--- src/rtl/sbox_sched_pkg.sv ---
// Shared constants and helpers for the S-box request scheduler and the round controller.
package sbox_sched_pkg;

  // Cycles from S-box input valid to S-box output valid (5-stage pipelined configuration).
  localparam int SBOX_LATENCY_DEFAULT = 5;

  // Width of a requester id; at least one bit even for a single requester.
  function automatic int tag_width(input int nreq);
    return (nreq <= 2) ? 1 : $clog2(nreq);
  endfunction

endpackage

--- src/rtl/rr_arbiter.sv ---
// Round-robin arbiter: grants the first requester above the last-granted index, wrapping.
module rr_arbiter
  import sbox_sched_pkg::*;
#(
  parameter int NREQ = 2,
  localparam int IW  = tag_width(NREQ)
) (
  input  logic            clk,
  input  logic            rst_n,
  input  logic [NREQ-1:0] req,
  input  logic            update,
  output logic [NREQ-1:0] gnt,
  output logic [IW-1:0]   idx
);

  logic [IW-1:0] ptr;
  logic [IW-1:0] cand;
  logic          found;

  // Scan from ptr+1 cyclically; the first asserted request wins.
  always_comb begin
    gnt   = '0;
    idx   = '0;
    found = 1'b0;
    cand  = '0;
    for (int i = 1; i <= NREQ; i++) begin
      cand = IW'((int'(ptr) + i) % NREQ);
      if (!found && req[cand]) begin
        found     = 1'b1;
        gnt[cand] = 1'b1;
        idx       = cand;
      end
    end
  end

  // Pointer remembers the last winner; reset so requester 0 wins first.
  always_ff @(posedge clk) begin
    if (!rst_n) begin
      ptr <= IW'(NREQ - 1);
    end else if (update && found) begin
      ptr <= idx;
    end
  end

endmodule

--- src/rtl/sbox_req_scheduler.sv ---
// Shares one pipelined masked S-box between NREQ requesters, tracks in-flight
// tokens with a tag pipe and gates the fresh-randomness source.
//
// Handshake: a request transfers in the cycle where ReqValidxSI[r] and
// ReqReadyxSO[r] are both high; ReqReadyxSO is combinational and at most one
// bit is set. Responses are a one-cycle RspValidxSO pulse with no backpressure.
module sbox_req_scheduler
  import sbox_sched_pkg::*;
#(
  parameter int SHARES       = 2,
  parameter int NREQ         = 2,
  parameter int SBOX_LATENCY = SBOX_LATENCY_DEFAULT
) (
  input  logic                     ClkxCI,
  input  logic                     RstxBI,
  input  logic [NREQ-1:0]          ReqValidxSI,
  output logic [NREQ-1:0]          ReqReadyxSO,
  input  logic [NREQ*8*SHARES-1:0] ReqDataxDI,
  output logic [8*SHARES-1:0]      SboxInxDO,
  input  logic [8*SHARES-1:0]      SboxOutxDI,
  input  logic                     RndValidxSI,
  output logic                     RndEnxSO,
  output logic [NREQ-1:0]          RspValidxSO,
  output logic [8*SHARES-1:0]      RspDataxDO,
  input  logic                     FlushxSI,
  output logic                     BusyxSO,
  output logic                     ErrorxSO,
  input  logic                     ErrClrxSI
);

  localparam int IW = tag_width(NREQ);

  logic [NREQ-1:0]         req_masked;
  logic [NREQ-1:0]         gnt;
  logic [IW-1:0]           gnt_idx;
  logic                    allow;
  logic                    grant;
  logic                    any_tag;
  logic                    rnd_loss;
  logic                    err_q;
  logic [SBOX_LATENCY-1:0] tag_v;
  logic [IW-1:0]           tag_id [SBOX_LATENCY];

  // Grants need fresh masks, no pending error, no flush, and reset released.
  assign allow      = RstxBI & RndValidxSI & ~err_q & ~FlushxSI;
  assign req_masked = ReqValidxSI & {NREQ{allow}};
  assign grant      = |req_masked;
  assign any_tag    = |tag_v;
  assign rnd_loss   = any_tag & ~RndValidxSI;

  assign ReqReadyxSO = gnt;
  assign RndEnxSO    = grant | any_tag;
  assign BusyxSO     = any_tag;
  assign ErrorxSO    = err_q;

  rr_arbiter #(.NREQ(NREQ)) u_arb (
    .clk    (ClkxCI),
    .rst_n  (RstxBI),
    .req    (req_masked),
    .update (grant),
    .gnt    (gnt),
    .idx    (gnt_idx)
  );

  // One-hot AND-OR mux, share by share; shares are never combined.
  always_comb begin
    SboxInxDO = '0;
    for (int s = 0; s < SHARES; s++) begin
      for (int r = 0; r < NREQ; r++) begin
        if (gnt[r]) begin
          SboxInxDO[s*8 +: 8] = SboxInxDO[s*8 +: 8] | ReqDataxDI[(r*SHARES + s)*8 +: 8];
        end
      end
    end
  end

  // Tag pipe mirrors the S-box pipeline; it never stalls, only clears on flush or mask loss.
  always_ff @(posedge ClkxCI) begin
    if (!RstxBI) begin
      tag_v <= '0;
      for (int i = 0; i < SBOX_LATENCY; i++) tag_id[i] <= '0;
    end else if (FlushxSI || rnd_loss) begin
      tag_v <= '0;
    end else begin
      tag_v[0]  <= grant;
      tag_id[0] <= gnt_idx;
      for (int i = 1; i < SBOX_LATENCY; i++) begin
        tag_v[i]  <= tag_v[i-1];
        tag_id[i] <= tag_id[i-1];
      end
    end
  end

  // Sticky error on mask loss with tokens in flight; setting has priority over clearing.
  always_ff @(posedge ClkxCI) begin
    if (!RstxBI) begin
      err_q <= 1'b0;
    end else if (rnd_loss) begin
      err_q <= 1'b1;
    end else if (ErrClrxSI) begin
      err_q <= 1'b0;
    end
  end

  // Route the last-stage token's result to its owner; outputs are zero otherwise.
  always_comb begin
    RspValidxSO = '0;
    RspDataxDO  = '0;
    if (tag_v[SBOX_LATENCY-1]) begin
      RspDataxDO = SboxOutxDI;
      for (int r = 0; r < NREQ; r++) begin
        if (tag_id[SBOX_LATENCY-1] == IW'(r)) RspValidxSO[r] = 1'b1;
      end
    end
  end

endmodule

--- config.mk ---
export PLATFORM = sky130hd
export DESIGN_NAME = sbox_req_scheduler
export DESIGN_NICKNAME = d
export VERILOG_FILES = /design/src/rtl/sbox_sched_pkg.sv /design/src/rtl/rr_arbiter.sv /design/src/rtl/sbox_req_scheduler.sv
export SDC_FILE = /design/constraint.sdc
export NUM_CORES = 1
export LEC_CHECK = 0
export CAP_MARGIN = 0
export CORE_ASPECT_RATIO = 2
export CORE_MARGIN = 2
export CORE_UTILIZATION = 28
export CTS_CLUSTER_DIAMETER = 60
export CTS_CLUSTER_SIZE = 10
export DETAILED_ROUTE_END_ITERATION = 8
export PLACE_DENSITY = 0.85
export SYNTH_ARGS = -nofsm -noshare
export SYNTH_HDL_FRONTEND = slang
export SYNTH_HIERARCHICAL = 1
export SYNTH_SLANG_ARGS = --single-unit
--- constraint.sdc ---
create_clock -name ClkxCI -period 5.3 [get_ports ClkxCI]
set_clock_uncertainty 0.15 [all_clocks]
set_input_delay 0.53 -clock ClkxCI [delete_from_list [all_inputs] [get_ports ClkxCI]]
set_output_delay 0.53 -clock ClkxCI [all_outputs]
set_load 0.1 [all_outputs]
### After elaboration in Yosys (flattened, before gate mapping)

Memories as Yosys holds them, arrays and structs flattened.
Cells that the tools add are included.

| storage, ports and cells | value |
|---|---|
| register bits | 7 |
| RAM bits | 5 |
| input bits | 55 |
| output and inout bits | 39 |
| word-level logic and storage cells | 71 |
| memories | 1 |

Memories:

| memory | words | width | read ports | clocked after Yosys merged registers in | wr ports | line | text |
|---|---|---|---|---|---|---|---|
| tag_id | 5 | 1 | 5 | 0 | 5 | sbox_req_scheduler.sv:42 | `logic [IW-1:0] tag_id [SBOX_LATENCY];` |

| operators by class | value |
|---|---|
| add/sub/neg operators | 2 |
| order comparisons | 4 |
| multiplexer cells | 33 |
| bitwise logic cells | 18 |
| reduce and logical (&&, ||, !) cells | 10 |

Operator list:

| operator | count |
|---|---|
| 8-bit 2-to-1 mux | 4 |
| 1-bit 2-to-1 mux | 23 |
| 16-bit 2-to-1 mux | 1 |
| 8-bit OR | 2 |
| 2-bit 2-to-1 mux | 3 |
| 1-bit OR | 6 |
| 5-bit OR reduction | 1 |
| 1-bit bitwise AND | 4 |
| 1-bit logical AND | 4 |
| 1-bit by 2-bit less-than comparator with 1-bit output (second input constant) | 2 |
| 1-bit inverter | 4 |
| 2-bit OR reduction | 2 |
| 1-bit adder (second input constant) | 2 |
| 2-bit bitwise AND | 1 |
| 1-bit demux with 1-bit select | 2 |
| 1-bit >= comparator (second input constant) | 2 |
| 2-bit OR | 1 |
| 2-bit nonzero test | 1 |
| 1-bit zero test | 1 |
| 1-bit logical OR | 1 |

### Longest topological paths before layout

| logic depth | value |
|---|---|
| depth in word-level cells | 13 |
| gate-level depth with buffers | 6 |
| gate-level depth less buffers | 4 |

### Cells and area by module

The synthesis kept the hierarchy.

Modules (own cells, without submodules):

| module | times used | cells each | area each (um^2) | sequential area each (um^2) |
|---|---|---|---|---|
| sbox_req_scheduler | 1 | 76 | 716.9 | 270.3 |
| rr_arbiter | 1 | 8 | 66.3 | 20.0 |

### Least setup slack after synthesis

No wires, ideal clock.

| timing | value |
|---|---|
| path type | flip-flop to output port |
| from | register err_q, in the netlist ErrorxSO |
| to | output SboxInxDO[10] |
| data arrival time | 4.769 ns |
| data required time | 4.620 ns |
| setup slack | -0.149 ns |
| stages on the path, launching flop included | 6 |
| buffers on the path | 2 |
| cells stage by stage | dfxtp_1 -> nor3b_1 -> a21boi_0 -> clkbuf_1 -> buf_2 -> a22o_1 |

| on the way | value |
|---|---|
| longest elaborated chain between the ends | 13 |
| elaborated cells on any way between the ends | 17 |
| those cells by class | mux (9); bitwise (6); reduce/logical (2) |

Ends and longest elaborated chain:

| item | line | text |
|---|---|---|
| start, declared | sbox_req_scheduler.sv:40 | `logic err_q;` |
| start signal, assigned | sbox_req_scheduler.sv:97 | `err_q <= 1'b0;` |
| start signal, assigned | sbox_req_scheduler.sv:99 | `err_q <= 1'b1;` |
| start signal, assigned | sbox_req_scheduler.sv:101 | `err_q <= 1'b0;` |
| 1-bit inverter (*) | sbox_req_scheduler.sv:45 | `assign allow = RstxBI & RndValidxSI & ~err_q & ~FlushxSI;` |
| 1-bit bitwise AND (*) (2 in a row) | sbox_req_scheduler.sv:45 |  |
| 2-bit bitwise AND (*) | sbox_req_scheduler.sv:46 | `assign req_masked = ReqValidxSI & {NREQ{allow}};` |
| net req_masked[1] | sbox_req_scheduler.sv:33 | `logic [NREQ-1:0] req_masked;` |
| 1-bit 2-to-1 mux (implied by the code) (2 in a row) | rr_arbiter.sv:28 | `if (!found && req[cand]) begin` |
| 1-bit 2-to-1 mux | rr_arbiter.sv:28 |  |
| 1-bit zero test | rr_arbiter.sv:28 |  |
| 1-bit logical AND | rr_arbiter.sv:28 |  |
| 2-bit 2-to-1 mux (*) | rr_arbiter.sv:28 |  |
| net ReqReadyxSO[0] | sbox_req_scheduler.sv:17 | `output logic [NREQ-1:0] ReqReadyxSO,` |
| 8-bit 2-to-1 mux (*) | sbox_req_scheduler.sv:70 | `if (gnt[r]) begin` |
| 8-bit OR | sbox_req_scheduler.sv:71 | `SboxInxDO[s*8 +: 8] = SboxInxDO[s*8 +: 8] \| ReqDataxDI[(r*SHARES + s)*8 +: 8];` |
| 8-bit 2-to-1 mux (*) | sbox_req_scheduler.sv:70 |  |
| end, declared | sbox_req_scheduler.sv:19 | `output logic [8*SHARES-1:0] SboxInxDO,` |

Mark *: on every way through the listed nets, which the timed path passes. The rest lies on a longest branch. The select of a mux whose other input is x is not followed.

### Worst setup path in the final report

| timing | value |
|---|---|
| from | input RstxBI |
| to | output SboxInxDO[14] |

| on the way | value |
|---|---|
| longest elaborated chain between the ends | 13 |
| elaborated cells on any way between the ends | 17 |
| those cells by class | mux (9); bitwise (6); reduce/logical (2) |

Ends and longest elaborated chain:

| item | line | text |
|---|---|---|
| start, declared | sbox_req_scheduler.sv:15 | `input logic RstxBI,` |
| 1-bit bitwise AND (*) (3 in a row) | sbox_req_scheduler.sv:45 |  |
| 2-bit bitwise AND (*) | sbox_req_scheduler.sv:46 |  |
| net req_masked[0] | sbox_req_scheduler.sv:33 |  |
| 1-bit 2-to-1 mux (implied by the code) (2 in a row) | rr_arbiter.sv:28 |  |
| 1-bit 2-to-1 mux | rr_arbiter.sv:28 |  |
| 1-bit zero test | rr_arbiter.sv:28 |  |
| 1-bit logical AND | rr_arbiter.sv:28 |  |
| 2-bit 2-to-1 mux (*) | rr_arbiter.sv:28 |  |
| 8-bit 2-to-1 mux | sbox_req_scheduler.sv:70 |  |
| 8-bit OR | sbox_req_scheduler.sv:71 |  |
| 8-bit 2-to-1 mux (*) | sbox_req_scheduler.sv:70 |  |

Marks and branches as above.

==> impl.org <==
** Setup path
- Across all register-to-register paths, the minimum setup slack is 3.54 ns.
- The worst register-to-register path has a depth of 3.
- The worst setup path is captured at an output pin.
- The worst register-to-register path begins at tag_v[4]$_SDFF_PP0_.
- CP Data Required Time :: roughly 4.6 ns
- The worst setup path is launched from an input port.
- Critical path arrival :: roughly 3.4 ns
- In this run the critical register-to-register path is captured at tag_id[0][4]$_SDFFCE_PN0P_.
- By startpoint and endpoint, the worst setup path is classified as in2out.
- Of all nets on the critical path, the largest fanout is 17.

** Floorplanning
- From left edge to right edge, the die measures between 40 and 50 um.
- In this run the standard cell core region covers around 0.0027 mm^2.
- The initial utilization of the core area, before any placement, comes to 0.290.
- After floorplanning, the core was divided into 27 placement rows.
- Top-Level Pins :: 94
- The floorplan step defined a die boundary enclosing between 0.003 and 0.004 mm^2.
- Die extent in y :: about 79 um

** Routing
- Antenna-violating nets left :: 0
- Dividing the detail-routed wire length by the instance count gives 14.1 um.
- After detailed routing, the number of remaining DRC violations is 0.
- Summing over every cut layer, the via total after detailed routing is around 1100.
- For this block, the initial DRC count from the detailed router was 11.
- Per-cell via count in the routed design :: between 5 and 6
- The first TritonRoute pass finished after 4 iterations.
- After detailed routing, the total wire length is about 2900 um.

** Finish
- Of the cells placed in the final design, the portion with a size suffix greater than 1 is 0.142.
- The library cell used most frequently in the layout, excluding fill and tap cells, is clkdlybuf4s50_1.
- After the flow finishes, the layout carries non-filler instances totaling about 210.
- Number of nets at the end of the flow :: 232
- In the layout the commonest cells are clkdlybuf4s50_1, and2_1, buf_4, a22o_1, dfxtp_1.
- Summing all non-filler instances in the final layout gives an area of around 0.0017 mm^2.
- Antenna Cells :: 0
- Relative to the synthesized area, the layout overhead comes to 121%.
- Post-layout util :: 0.640

** Logic synthesis
- Yosys attributes the largest share of cell area to and2_1, edfxtp_1, a22o_1.
- Counting flops and latches in the post-synthesis netlist gives 12.
- Of the synthesized area, sequential elements account for 0.371.
- Of the total synthesized cell area, the portion taken by XOR and XNOR cells is 0.
- Synth Area in Adders :: 0
- Cells after Synth :: 84
- By area, the combinational part of the netlist is dominated by simple AND/OR/NAND/NOR gates.
- Synthesized net count :: ~140
- Post-synthesis average cell area :: a little over 9 um^2
- The portion of synthesized area spent on multiplexers is 0.
- Yosys mapped the design onto 26 distinct sky130hd cell types.
- Area share of the leading cell type in the synthesized netlist :: 0.200
- Area of the mapped netlist :: ~800 um^2
- During synthesis, Yosys emitted a total of 6 warnings.
- Of the total synthesized cell area, the portion taken by AND, OR, NAND and NOR gates is 0.339.
- The biggest area contributor in the post-synthesis netlist is and2_1.
- Synth Area in Compound Gates :: 0.259

** Pwr
- IR analysis of the VDD net gives a maximum drop of about 120 uV.
- Flop pwr share :: 0.350
- In this run the power density over the cells is between 150 and 200 mW/mm^2.
- Combinational power share :: 0.361
- Power Total :: a little under 300 uW
- Sw frac :: 0.312
- The analysis attributes to cell leakage a power of 0.726 nW.
- Net Sw Power :: roughly 90 uW
- The internal portion of the total power is 199 uW.
- Clk network pwr share :: 0.289

** Flow run
- Max-cap violations :: 0

** Timing
- In the post-route analysis, the smallest setup slack over all paths is 1.26 ns.
- Final hold violation count :: 0
- Slew Limit Headroom :: 0.253
- Worst hold slack across all endpoints :: around 0.34 ns
- The final-report max-slew violation count came to 0.
- Setup repair after global routing left no endpoint under its margin.
- Max Freq :: roughly 250 MHz
- Post-route minimum period :: 4.04 ns
- Setup TNS :: 0 ns
- In the finished design, the share of the clock period the worst path needs comes to 0.762.
- Final count of negative-setup-slack endpoints :: 0
- At the pin with the least slew margin, the transition time is 1.12 ns.

** Outcome
- Run status :: finished clean

** Global routing
- Global-route wire length before repair :: between 4000 and 5000 um
- Entering global routing, the biggest net connects 20 pins.
- Overall global routing resource usage :: 0.191
- Antenna violations before repair :: 0
- The number of global-route vias before repair was between 1000 and 1500.
- After global routing the overflow that remains totals 0.

** CTS
- In this run, post-CTS hold repair placed 0 buffers.
- CTS H-tree lvls :: 1
- Clock tree root driver cell :: clkbuf_8
- Clock Sink Count :: 12
- Post-CTS repair changed the size of 0 cells.
- Clk slew on worst S/H paths :: about 0.050 ns
- Longest Clk Path Bufs :: 2
- TritonCTS built the clock tree.
- Clock buffers created by TritonCTS :: 3
- Clock latency on the worst-skew pair :: 0.24 ns
- Buffers added to address setup during post-CTS repair amount to 0.

** Placed design
- The wire-length estimate of the detail-placed layout is ~2500 um.
- Input and output buffers added on the ports amount to slightly above 90.
- Placement Cell Area :: ~0.0017 mm^2
- Global placer's final weighted congestion :: ~0.8
- Total placed cells including tap cells :: approximately 200
- Timing analysis after detailed placement gives a worst setup slack of 1.30 ns.

** Min path
- Hold path start :: tag_v[3]$_SDFF_PP0_
- End point of the most critical hold path :: tag_v[4]$_SDFF_PP0_
- The worst hold path belongs to the class reg2reg.
- Along the worst hold path, the cell count comes to 1.
-- layer usage --
metal / track usage / share of wire / wire length [um] / vias to the layer above
met4: 0.0871 / 0.020 / 57 / 0
met1: 0.154 / 0.30 / 868 / 468
li1: - / - / - / 487
met5: 0 / 0 / 0 / -
met2: 0.392 / 0.56 / 1610 / 98
met3: 0.0523 / 0.12 / 350 / 5
-- worst max-delay path, cell delays in order --
cell and delay [ns]:
clkdlybuf4s50_1 0.58, nand3b_1 0.21, nor3b_1 0.45, a21boi_1 0.94
a22o_1 0.34, buf_4 0.31
-- power by group through the flow --
| stage | logic [mW] | registers, mW | clock network, mW |
|---|---|---|---|
| after floorplan | 0.0515 | 0.104 | 0 |
| after global placement | 0.103 | 0.103 | 0 |
| after detailed placement | 0.105 | 0.103 | 0 |
| after CTS | 0.105 | 0.101 | 0.0863 |
| after global routing | 0.109 | 0.102 | 0.0885 |
| final | 0.104 | 0.101 | 0.0835 |
-- cells in the mapped netlist --
cell type  instances
a21boi_0           3
a21oi_1            2
a22o_1            16
a31o_1             1
and2_1            25
and2b_1            1
and3_1             2
and3b_1            1
buf_1              1
buf_2              2
clkbuf_1           2
dfxtp_1            7
edfxtp_1           5
inv_1              1
nand2_1            1
nand3b_1           1
nor2_1             1
nor2_2             1
nor2b_1            2
nor3_1             1
nor3_2             2
nor3b_1            2
o21a_1             1
o21ai_0            1
o21ai_2            1
or2_1              1
-- sequential cells by signal, summed over array words and instances (netlist names) --
signal / flops
ErrorxSO: 1
u_arb/ptr: 1
tag_v: 5
tag_id: 5
-- layout make-up --
| class | instances | area, um^2 |
|---|---|---|
| fill | 228 | 973 |
| clock buffer | 3 | 41.3 |
| clock inverter | 1 | 3.75 |
| timing repair buffer | 93 | 886 |
| tap | 29 | 36.3 |
| multi-input combinational | 66 | 468 |
| sequential | 12 | 290 |
| inverter | 1 | 3.75 |
-- how the worst max path moves through the flow --
stage               cells past startpoint                  start       endpoint  slack, ns
detailed placement                      6                 RstxBI  SboxInxDO[14]       1.30
global placement                        6                 RstxBI  SboxInxDO[14]       1.46
global route                            6                 RstxBI  SboxInxDO[14]       0.97
finish                                  6                 RstxBI  SboxInxDO[14]       1.26
CTS                                     6                 RstxBI  SboxInxDO[14]       1.30
floorplan                               5  ErrorxSO$_SDFFE_PN0P_  SboxInxDO[10]       0.62
-- cells by family (layout without fill, tap and decap cells) --
logic type,count (synthesis),after routing
and+or+nand+nor,41,41
DFF,12,12
buffers and inverters,6,98
AOI/OAI and AO/OA,25,25
(Power assumes the default switching activity.)
